### config.mk
export PLATFORM = sky130hd
export DESIGN_NAME = router_pkt_reader
export DESIGN_NICKNAME = d
export VERILOG_FILES = /design/src/rtl/router_pkg.sv /design/src/rtl/router_pkt_reader.sv
export SDC_FILE = /design/constraint.sdc
export NUM_CORES = 1
export LEC_CHECK = 0
export CORE_ASPECT_RATIO = 1.1
export CORE_MARGIN = 2
export CORE_UTILIZATION = 42
export CTS_BUF_LIST = sky130_fd_sc_hd__clkbuf_16
export DETAILED_ROUTE_END_ITERATION = 12
export GPL_ROUTABILITY_DRIVEN = 0
export PLACE_DENSITY_LB_ADDON = 0.25
export SYNTH_ARGS = -nofsm -noshare
export SYNTH_HDL_FRONTEND = slang
export SYNTH_SLANG_ARGS = --single-unit
### constraint.sdc
create_clock -name clock -period 4.21 [get_ports clock]
set_input_delay 0.6315 -clock clock [delete_from_list [all_inputs] [get_ports clock]]
set_output_delay 0.6315 -clock clock [all_outputs]
set_load 0.01 [all_outputs]
### src/rtl/router_pkg.sv
// Shared router definitions: header field layout, field widths, the packet
// reader FSM encoding and the running parity helper. Also imported by the
// router register block, so keep changes backward compatible.
package router_pkg;

    localparam int ROUTER_DATA_W = 8;
    localparam int ROUTER_LEN_W  = 6;
    localparam int ROUTER_ADDR_W = 2;

    // Header byte layout: {len[7:2], addr[1:0]}
    localparam int HDR_ADDR_LSB  = 0;
    localparam int HDR_LEN_LSB   = ROUTER_ADDR_W;

    typedef enum logic [2:0] {
        IDLE    = 3'd0,
        HDR_REQ = 3'd1,
        HDR_CAP = 3'd2,
        BODY    = 3'd3,
        DONE    = 3'd4
    } rd_state_t;

    // Packet parity is the XOR fold of header and all payload bytes.
    function automatic logic [ROUTER_DATA_W-1:0] parity_fold(
        input logic [ROUTER_DATA_W-1:0] acc,
        input logic [ROUTER_DATA_W-1:0] data
    );
        return acc ^ data;
    endfunction

endpackage

### src/rtl/router_pkt_reader.sv
// Destination-side packet reader for one router output FIFO.
// Reads a header {len, addr}, streams len payload bytes to the sink, then
// consumes and checks the trailing parity byte.
//
// Ports:
//   clock, resetn        clock (rising edge), asynchronous active-low reset
//   vld_out              FIFO non-empty
//   data_out             FIFO read data, valid the cycle after read_enb
//   soft_reset           router flushed this FIFO; abort the current packet
//   hold                 downstream stall; no new reads while high
//   read_enb             FIFO read strobe
//   byte_out/byte_valid  payload byte stream to the sink
//   pkt_len              length field of the current packet
//   pkt_done             one-cycle pulse after the parity byte is consumed
//   parity_err/addr_err  packet status, valid only with pkt_done
//   pkt_abort            one-cycle pulse when soft_reset kills a packet
module router_pkt_reader
    import router_pkg::*;
#(
    parameter int                DATA_W  = ROUTER_DATA_W,
    parameter int                LEN_W   = ROUTER_LEN_W,
    parameter int                ADDR_W  = ROUTER_ADDR_W,
    parameter logic [ADDR_W-1:0] PORT_ID = 2'b01
) (
    input  logic              clock,
    input  logic              resetn,
    input  logic              vld_out,
    input  logic [DATA_W-1:0] data_out,
    input  logic              soft_reset,
    input  logic              hold,
    output logic              read_enb,
    output logic [DATA_W-1:0] byte_out,
    output logic              byte_valid,
    output logic [LEN_W-1:0]  pkt_len,
    output logic              pkt_done,
    output logic              parity_err,
    output logic              addr_err,
    output logic              pkt_abort
);

    // One extra bit so len=63 plus the parity byte (64) fits.
    localparam int CNT_W = LEN_W + 1;

    rd_state_t         state_reg;
    rd_state_t         state_next;

    logic              rd_d_reg;
    logic [ADDR_W-1:0] addr_reg;
    logic [LEN_W-1:0]  pkt_len_reg;
    logic [DATA_W-1:0] parity_acc_reg;
    logic [CNT_W-1:0]  total_reg;          // reads to issue in BODY
    logic [CNT_W-1:0]  issued_reg;         // reads issued in BODY
    logic [CNT_W-1:0]  remaining_cap_reg;  // bytes still to be captured
    logic [DATA_W-1:0] byte_out_reg;
    logic              byte_valid_reg;
    logic              parity_err_reg;
    logic              addr_err_reg;
    logic              pkt_abort_reg;

    logic              abort;
    logic              capture;
    logic [LEN_W-1:0]  hdr_len;
    logic [ADDR_W-1:0] hdr_addr;

    assign hdr_len  = data_out[HDR_LEN_LSB +: LEN_W];
    assign hdr_addr = data_out[HDR_ADDR_LSB +: ADDR_W];

    // soft_reset only matters once a packet has been started.
    assign abort   = soft_reset && (state_reg != IDLE);
    // A read issued last cycle lands now; in BODY it is payload or parity.
    assign capture = rd_d_reg && (state_reg == BODY);

    always_ff @(posedge clock or negedge resetn) begin
        if (!resetn) begin
            state_reg <= IDLE;
        end else begin
            state_reg <= state_next;
        end
    end

    always_comb begin
        state_next = state_reg;
        read_enb   = 1'b0;
        case (state_reg)
            IDLE: begin
                if (vld_out && !hold) begin
                    state_next = HDR_REQ;
                end
            end
            HDR_REQ: begin
                // Wait here if the FIFO drained or hold rose after IDLE.
                read_enb = vld_out && !hold;
                if (read_enb) begin
                    state_next = HDR_CAP;
                end
            end
            HDR_CAP: begin
                state_next = BODY;
            end
            BODY: begin
                read_enb = vld_out && !hold && (issued_reg < total_reg);
                if (capture && (remaining_cap_reg == CNT_W'(1))) begin
                    state_next = DONE;
                end
            end
            DONE: begin
                state_next = IDLE;
            end
            default: begin
                state_next = IDLE;
            end
        endcase
        // Never read from a FIFO that is being flushed.
        if (abort) begin
            state_next = IDLE;
            read_enb   = 1'b0;
        end
    end

    always_ff @(posedge clock or negedge resetn) begin
        if (!resetn) begin
            rd_d_reg          <= 1'b0;
            addr_reg          <= '0;
            pkt_len_reg       <= '0;
            parity_acc_reg    <= '0;
            total_reg         <= '0;
            issued_reg        <= '0;
            remaining_cap_reg <= '0;
            byte_out_reg      <= '0;
            byte_valid_reg    <= 1'b0;
            parity_err_reg    <= 1'b0;
            addr_err_reg      <= 1'b0;
            pkt_abort_reg     <= 1'b0;
        end else begin
            rd_d_reg       <= read_enb;
            byte_valid_reg <= 1'b0;
            pkt_abort_reg  <= abort;
            if (abort) begin
                // Drops any capture landing this cycle as well.
                total_reg         <= '0;
                issued_reg        <= '0;
                remaining_cap_reg <= '0;
                parity_acc_reg    <= '0;
            end else begin
                case (state_reg)
                    HDR_CAP: begin
                        pkt_len_reg       <= hdr_len;
                        addr_reg          <= hdr_addr;
                        parity_acc_reg    <= data_out;
                        total_reg         <= {1'b0, hdr_len} + CNT_W'(1);
                        remaining_cap_reg <= {1'b0, hdr_len} + CNT_W'(1);
                        issued_reg        <= '0;
                    end
                    BODY: begin
                        if (read_enb) begin
                            issued_reg <= issued_reg + CNT_W'(1);
                        end
                        if (capture) begin
                            remaining_cap_reg <= remaining_cap_reg - CNT_W'(1);
                            if (remaining_cap_reg > CNT_W'(1)) begin
                                byte_out_reg   <= data_out;
                                byte_valid_reg <= 1'b1;
                                parity_acc_reg <= parity_fold(parity_acc_reg, data_out);
                            end else begin
                                // Last capture is the parity byte itself.
                                parity_err_reg <= (parity_acc_reg != data_out);
                                addr_err_reg   <= (addr_reg != PORT_ID);
                            end
                        end
                    end
                    default: begin
                    end
                endcase
            end
        end
    end

    assign byte_out   = byte_out_reg;
    assign byte_valid = byte_valid_reg;
    assign pkt_len    = pkt_len_reg;
    assign pkt_done   = (state_reg == DONE);
    assign parity_err = pkt_done && parity_err_reg;
    assign addr_err   = pkt_done && addr_err_reg;
    assign pkt_abort  = pkt_abort_reg;

endmodule

==> summary.txt, run 1 <==
Run status
  – Status: complete, no violations

Hold path
  – Worst Hold Class: in -> async

Synth
  – Synth Warn #: 0
  – Syn Std Cell Area: 3038 µm²
  – Compound-Gate Fraction of Synth Area: 13.06%
  – Syn Inst Count: 327
  – Largest family of logic cells by synthesized area: simple AND/OR/NAND/NOR gates
  – Register area share after synthesis: 43.66%
  – Synth Area in XOR/XNOR: 4.901%
  – #FFs+latches synth: 53
  – Post-synth EDFFs: 0
  – Post-Syn Nets: 350
  – Syn avg cell area: 9.290 µm²
  – Fraction of synthesized area in multiplexers: 3.707%
  – Post-synth cell types: 55
  – Ys async rst share: 100.0%
  – Synth Area in Adders: 4.119%
  – Simple-Gate Fraction of Synth Area: 25.66%
  – Top_reg_cell synth: dfrtp_1

Power and ir drop
  – Sw frac: 33.04%
  – Power share of the clock group: 26.9%
  – Maximum vdd drop: 248.3 µV
  – Power per cell area: 428.4 nW/µm²
  – Internal power: 1.011 mW
  – Sequential power share: 47.2%
  – Comb pwr share: 25.9%
  – Net switching power figure: 498.7 µW
  – Leakage: 1.600 nW

Clocking
  – Post-CTS Setup Bufs: 0
  – CTS max path bufs: 2
  – Clk Latency, worst-skew pair: 0.29 ns
  – # resized after CTS: 0
  – H-Tree Depth: 2
  – Reg clk slew, reported paths: 0.07 ns
  – CTS tree: built
  – Number of CTS-inserted buffers: 5
  – TritonCTS Sinks: 53
  – Root Buffer: clkbuf_16
  – CTS Hold Bufs: 0

Floorplanning
  – Die area: 7930 µm²
  – Initial Util: 43.36%
  – Die height: 93.20 µm
  – # IOs: 33
  – Die Wd: 85.09 µm
  – FP Rows: 32
  – Core area: 7007 µm²

Global routing
  – GRT Total Usage: 18.62%
  – Initial antenna violation count: 0
  – GRT overflow: 0
  – First-pass GRT wire length: 11920 µm
  – Pin count of the biggest net entering global routing: 31
  – Via count of the first global-routing pass: 2487

Detailed routing
  – Routed WL: 6967 µm
  – Residual DRC: 0
  – Via density: 5.703
  – Iter 0 DRT Violations: 109
  – DRT antenna net count: 0
  – Vias: 2498
  – WL/cell: 15.91 µm
  – Drt pass-1 iters: 4

Setup path
  – Crit-path cells: clkdlybuf4s50_1, nand2b_1, a211oi_1, o21ai_1, nor3_1, clkdlybuf4s50_1
  – Critical path class: in -> out
  – Worst Setup Start Kind: input port
  – Worst path bufs/invs: 2
  – CP max stage cell: clkdlybuf4s50_1
  – Critical path fanouts, max: 8
  – Worst EP required: 3.58 ns
  – Critical R2R Capture: issued_reg[0]
  – Crit-path leading delay family: buffers and inverters
  – R2R depth: 6
  – R2r startpoint: issued_reg[6]
  – Critical path's most frequent cell: clkdlybuf4s50_1
  – Crit path DAT: 2.62 ns
  – CP max stage delay: 0.59 ns
  – Crit. End Element: output pin
  – FF-to-FF setup slack: 2.07 ns

Timing
  – Setup violators final: 0
  – TNS Setup: 0 ns
  – Clk_skew: 0.005369 ns
  – Worst Tran Pin Value: 0.6922 ns
  – Pins Over Slew Limit: 0
  – Tmin final: 3.249 ns
  – Max Fclk: 307.8 MHz
  – Slew headroom: 53.85%
  – Final WS setup: 0.9613 ns
  – Final Hold Fails: 0
  – Period utilization: 77.17%
  – Hold Slack: 0.3802 ns
  – RSZ-0062 raised after global routing: false

Cells and area
  – Filler cells: 644
  – Multi-input gate area: 1563 µm²
  – Util after Layout: 50.29%
  – Antenna cells: 0
  – Nets: 375
  – Final Cell Area: 3523 µm²
  – Area Growth Syn to Fin: 15.98%
  – Reg area: 1326 µm²
  – Share of layout cells above drive strength 1: 9.065%

Place
  – DP Worst Slack: 0.9314 ns
  – Post-Place Cell Area: 3379 µm²
  – Post-DP HPWL: 4939 µm
  – PortBufs: 32

Job
  – Max Cap Viol: 0
[power groups by stage]
stage,combinational [mW],clock (mW),sequential [mW]
detailed placement,0.393,0,0.718
floorplan,0.257,0,0.706
finish,0.391,0.406,0.713
global placement,0.385,0,0.714
global route,0.444,0.435,0.729
CTS,0.394,0.414,0.711
[through the flow]
stage	cells	total power, mW
2_1_floorplan	327	0.9632
3_3_place_gp	430	1.099
3_5_place_dp	430	1.112
4_1_cts	438	1.520
5_1_grt	438	1.608
6_report	438	1.509
[cells in the mapped netlist (4+ instances only)]
library cell / n / area share [%]
xor2_1: 16 / 4.6
and3_1: 5 / 1.0
buf_2: 4 / 0.66
a21oi_1: 8 / 1.3
mux2_2: 10 / 3.7
ha_1: 10 / 4.1
nand2_1: 57 / 7.0
clkbuf_1: 8 / 0.99
or4b_1: 5 / 1.6
nand3_1: 27 / 4.4
buf_6: 4 / 1.5
nor3_1: 7 / 1.2
nor2_1: 19 / 2.3
o21ai_0: 17 / 2.8
inv_1: 9 / 1.1
nand2b_1: 6 / 1.2
nand4_1: 4 / 0.82
dfrtp_1: 53 / 44
[area by class of cell]
cell class	count	share of cell area, %
Timing Repair Buffer	35	9.588
Sequential cell	53	37.64
Inverter	11	1.314
Multi-Input combinational cell	246	44.35
Clock inverter	3	0.5327
Clock buffer	5	3.551
Tap cell	85	3.018
[cell usage in the layout, fill, tap and decap left out, drive strengths merged, types with 2 or more instances in the layout]
cell type	Yosys	layout
a211o	2	2
a211oi	2	2
a21o	2	2
a21oi	9	9
a22o	3	3
a31o	2	2
and2	3	3
and3	5	5
and4	2	2
buf	9	4
clkbuf	8	5
clkdlybuf4s50	0	31
clkinvlp	0	2
dfrtp	53	53
ha	10	10
inv	11	12
mux2	10	10
nand2	57	57
nand2b	6	6
nand3	28	28
nand4	4	4
nor2	19	19
nor2b	2	2
nor3	7	7
nor4	4	4
nor4b	2	2
o211ai	2	2
o21a	2	2
o21ai	20	20
o221ai	2	2
o311ai	3	3
o31ai	2	2
or4	2	2
or4b	5	5
xor2	16	16
[layer usage]
metal	GRT usage [%]	vias to the layer above	share of wire [%]	routed length, µm
met5	0	-	0	0
li1	-	1204	-	-
met2	33.33	64	51	3519
met3	3.266	8	4.1	288
met1	23.15	1222	44	3086
met4	4.630	0	1.0	72
[cell families (layout without fill, tap and decap cells)]
kind of cell    count (synthesis)  in the layout
simple gates                  153            153
mux                            10             10
xor+xnor                       17             17
compound gates                 56             56
fa+ha+maj                      10             10
flops                          53             53
buf+inv                        28             54
[worst max path at each step]
stage	depth (start not counted)	end	startpoint	slack, ns
after floorplan	5	read_enb	issued_reg[6]	1.94
after global placement	6	read_enb	hold	1.04
after detailed placement	6	read_enb	hold	0.93
after CTS	6	read_enb	hold	0.94
after global routing	6	read_enb	issued_reg[6]	0.85
final	6	read_enb	hold	0.96
(Power assumes the default switching activity.)
==> inputs of run 2 (changes only) <==
clock period = 2.8 ns   (was 4.21 ns; I/O delays follow)
==> run 2 against run 1 <==
  * Clock power up 75%
  * Core utilization up 1.2 points
  * Non-clock buffer count up 6
  * Global-route usage up 0.39 points
  * Largest cell class unchanged
==> summary.txt, run 2 (synthesis gave the netlist of run 1 again) <==
Floorplanning
  – Die area: 7930 µm²
  – Die Wd: 85.09 µm
  – Core area: 7007 µm²
  – # IOs: 33
  – Initial Util: 43.36%
  – Die height: 93.20 µm
  – FP Rows: 32

Cells and area
  – Filler cells: 667
  – Leading cell type in the layout, fill and taps excluded: nand2_1
  – Commonest non-fill, non-tap cells in the layout: nand2_1, dfrtp_1, clkdlybuf4s50_1, nand3_1, nor2_1
  – Share of layout cells above drive strength 1: 11.14%
  – Fin cells: 444
  – Reg area: 1326 µm²
  – Area Growth Syn to Fin: 18.66%
  – Nets: 381
  – Multi-input gate area: 1573 µm²
  – Antenna cells: 0
  – Final Cell Area: 3605 µm²

Detailed routing
  – Residual DRC: 0
  – WL/cell: 15.85 µm
  – Drt pass-1 iters: 4
  – Via density: 5.559
  – Routed WL: 7037 µm
  – Vias: 2468
  – Iter 0 DRT Violations: 173
  – DRT antenna net count: 0

Timing
  – Tmin final: 2.336 ns
  – Slew headroom: 54.71%
  – Final Hold Fails: 0
  – TNS Setup: 0 ns
  – Period utilization: 83.44%
  – Max Fclk: 428.0 MHz
  – Clk_skew: 0.004501 ns
  – Worst Tran Pin Value: 0.6793 ns
  – Setup violators final: 0
  – RSZ-0062 raised after global routing: false
  – Pins Over Slew Limit: 0
  – Hold Slack: 0.2463 ns

Clocking
  – Root Buffer: clkbuf_16
  – Number of CTS-inserted buffers: 5
  – H-Tree Depth: 2
  – Clk Latency, worst-skew pair: 0.29 ns
  – TritonCTS Sinks: 53
  – CTS Hold Bufs: 0
  – CTS max path bufs: 2
  – Reg clk slew, reported paths: 0.07 ns
  – CTS tree: built

Setup path
  – Worst EP required: 2.38 ns
  – CP max stage delay: 0.41 ns
  – CP max stage cell: dfrtp_1
  – Crit path DAT: 1.92 ns
  – Crit-path cells: ha_1, a21o_1, a211oi_2, o21ai_1, nor3_2, dlymetal6s2s_1
  – Crit. End Element: output pin
  – Critical path fanouts, max: 4
  – Critical path class: reg -> out
  – Worst Setup Start Kind: register

Run status
  – Status: complete, no violations

Power and ir drop
  – Leakage: 1.667 nW
  – Power per cell area: 659.8 nW/µm²
  – Final Power: 2.378 mW
  – Maximum vdd drop: 388.2 µV

Global routing
  – Pin count of the biggest net entering global routing: 54
  – Initial antenna violation count: 0
  – GRT Total Usage: 19.01%
  – First-pass GRT wire length: 12030 µm
  – GRT overflow: 0
  – Via count of the first global-routing pass: 2473

Place
  – Post-Place Cell Area: 3425 µm²
  – Cells after DPL: 436
  – PortBufs: 32
  – Post-DP HPWL: 4974 µm

Job
  – Max Cap Viol: 0

Hold path
  – Worst Hold Class: in -> async
run 2: cell count changes in the layout (fill, tap and decap cells not counted):
cell             delta
clkinvlp_4          -2
bufinv_16           +1
a211oi_1            -1
nor3_2              +1
buf_4               +6
dlymetal6s2s_1      +1
nor3_1              -1
clkdlybuf4s50_1     -1
a211oi_2            +1
clkinv_4            +1
run 2: where the power goes:
| part | internal [mW] | total [mW] | switching (mW) |
|---|---|---|---|
| clock network | 0.421 | 0.710 | 0.289 |
| logic | 0.281 | 0.610 | 0.329 |
| registers | 0.920 | 1.06 | 0.139 |
| total | 1.62 | 2.38 | 0.757 |
run 2: what timing repair did:
item,in CTS,in global routing
setup buffers,0,0
resized for setup,1,2
endpoints found under the hold margin,0,0
endpoints found under the setup margin,1,1
pin swaps,0,0
run 2: per-layer routing:
layer	part of all wire, %	vias up	track usage (%)
met1	45	1201	24.02
met2	50	41	32.94
li1	-	1215	-
met4	1.5	0	5.952
met3	3.0	11	3.442
met5	0	-	0
run 2: path summary, 6_finish.rpt:
kind | depth (start not counted) | slack [ns] | startpoint | to
max | 6 | 0.46 | issued_reg[6] | read_enb
min | 2 | 0.25 | resetn | issued_reg[1]
max reg2reg | 7 | 0.73 | issued_reg[6] | issued_reg[0]
min reg2reg | 2 | 0.47 | addr_reg[1] | addr_reg[1]
max in group asynchronous | 2 | 2.10 | resetn | remaining_cap_reg[1]
min in group clock | 2 | 0.47 | addr_reg[1] | addr_reg[1]
run 2: stage by stage:
step	setup WS (ns)	utilization, %
2_1_floorplan	0.7370	-
3_3_place_gp	0.1885	48.88
3_5_place_dp	0.1521	48.88
4_1_cts	0.005701	51.34
5_1_grt	0.3450	51.45
6_report	0.4636	51.45
run 2: critical path: cells and delay by family, from the launching register on:
family                     cells  cell delay [ns]
and+or+nand+nor                1             0.19
DFF                            1             0.41
buffers and inverters          1             0.18
adders and majority gates      1             0.30
AOI/OAI and AO/OA              3             0.54
run 2: area by class of cell:
cell class | instances | area share, %
inverter | 11 | 1.284
sequential | 53 | 36.79
clock buffer | 5 | 3.471
multi-input combinational | 246 | 43.63
tap | 85 | 2.950
timing repair buffer | 41 | 10.69
clock inverter | 3 | 1.180
==> edit, RTL diff (settings of run 1) <==
Change the package constant `ROUTER_LEN_W` from 6 to 4.
--- a/src/rtl/router_pkg.sv
+++ b/src/rtl/router_pkg.sv
@@ -5,5 +5,5 @@
 
     localparam int ROUTER_DATA_W = 8;
-    localparam int ROUTER_LEN_W  = 6;
+    localparam int ROUTER_LEN_W  = 4;
     localparam int ROUTER_ADDR_W = 2;
 
Interface: changed (resized pkt_len); port bits go from 33 to 31. No check against the original RTL was run, so the function may have changed too.
==> edit against run 1 <==
- total power fell by 4.8%
- sequential cell count fell by 8
- count of clock-buffer cells in the layout did not move
- clock skew fell by 2.4 ps
- cell area fell by 16%
- area after synthesis fell by 18%
- via count fell by 21%
- clock power fell by 5.2%
- routed wire length fell by 24%
- critical path depth did not move
- worst setup slack improved by 280 ps
- die area fell by 18%
- critical path type is now reg -> out
- largest power group unchanged
==> edit: results (changes against run 1) <==
[outcome]
status=complete, no violations

[finish]
seq_area_share_pct=38.2  ; +0.54 points
bufAreaShareNonClock_pct=10.3  ; +0.68 points
drive_gt1_share_pct=7.22  ; -1.8 points
seq_cells=45  ; -15%
fillCellCount=573  ; -11%
clk_share_pct=4.84  ; +0.75 points
multi_input_cells=190  ; -23%
nets=311  ; -17%
multi_input_area_sq_um=1220  ; -22%
nNonClkBuffers=31  ; -11%

[pwr]
p_per_area_nw_per_um2=487  ; +14%
cellLeakagePower_nw=1.28  ; -20%
swShare_pct=33.1  ; +0.069 points
seqPwrFrac_pct=44.1  ; -3.1 points
pg_comb_mw=0.419  ; +7.2%

[yosys]
synth_common_cells=dfrtp_1, nand2_1, o21ai_0, inv_1, xnor2_1
synth_xor_area_share_pct=5.66  ; +0.76 points
seq_area_frac_synth_pct=45.5  ; +1.8 points
syn_inst=263  ; -20%
synth-compound-area-share_pct=20.4  ; +7.3 points
synth_cell_types=46  ; -16%

[worst_setup_path]
cp_max_fo=6  ; -2
arrival_ps=2340  ; -280 ps
crit_family=compound AO/OA/AOI/OAI gates

[detailed_routing]
drt_iter0_drc=72  ; -34%
via_count=1980  ; -21%
vias_per_cell=5.38  ; -5.7%
wire_per_inst_um=14.5  ; -9.0%

[global_route]
first_global_vias=1936  ; -22%

[sta]
skew_ps=2.93  ; -2.44 ps

[placed_design]
dp_cells=360  ; -16%
dp_hpwl_mm=3.86  ; -22%

[floorplanning]
design.die.area_sq_um=6530  ; -18%

-- edit: cell count changes in the layout (fill, tap and decap cells not counted), sizes merged, moves of 8 or more --
cell	delta
xor2	-15
mux2	-8
dfrtp	-8
nand3	-19
xnor2	+14
o21ai	+13
nand2	-18
-- edit: final timing paths --
kind	depth (start not counted)	startpoint	slack, ps	to
max	6	issued_reg[2]	1240	read_enb
min	2	parity_err_reg	480	parity_err_reg
max reg2reg	3	state_reg[1]	2040	byte_out[2]
min reg2reg	2	parity_err_reg	480	parity_err_reg
max in group asynchronous	1	resetn	3090	parity_acc_reg[6]
min in group asynchronous	1	resetn	500	rd_d_reg
-- edit: metal layers --
layer / GRT usage (%) / part of all wire, % / vias to the layer above
met5: 0 / 0 / -
met4: 3.90 / 1.2 / 0
met3: 3.98 / 2.6 / 6
met2: 29.3 / 49 / 30
met1: 23.7 / 47 / 968
li1: - / - / 976
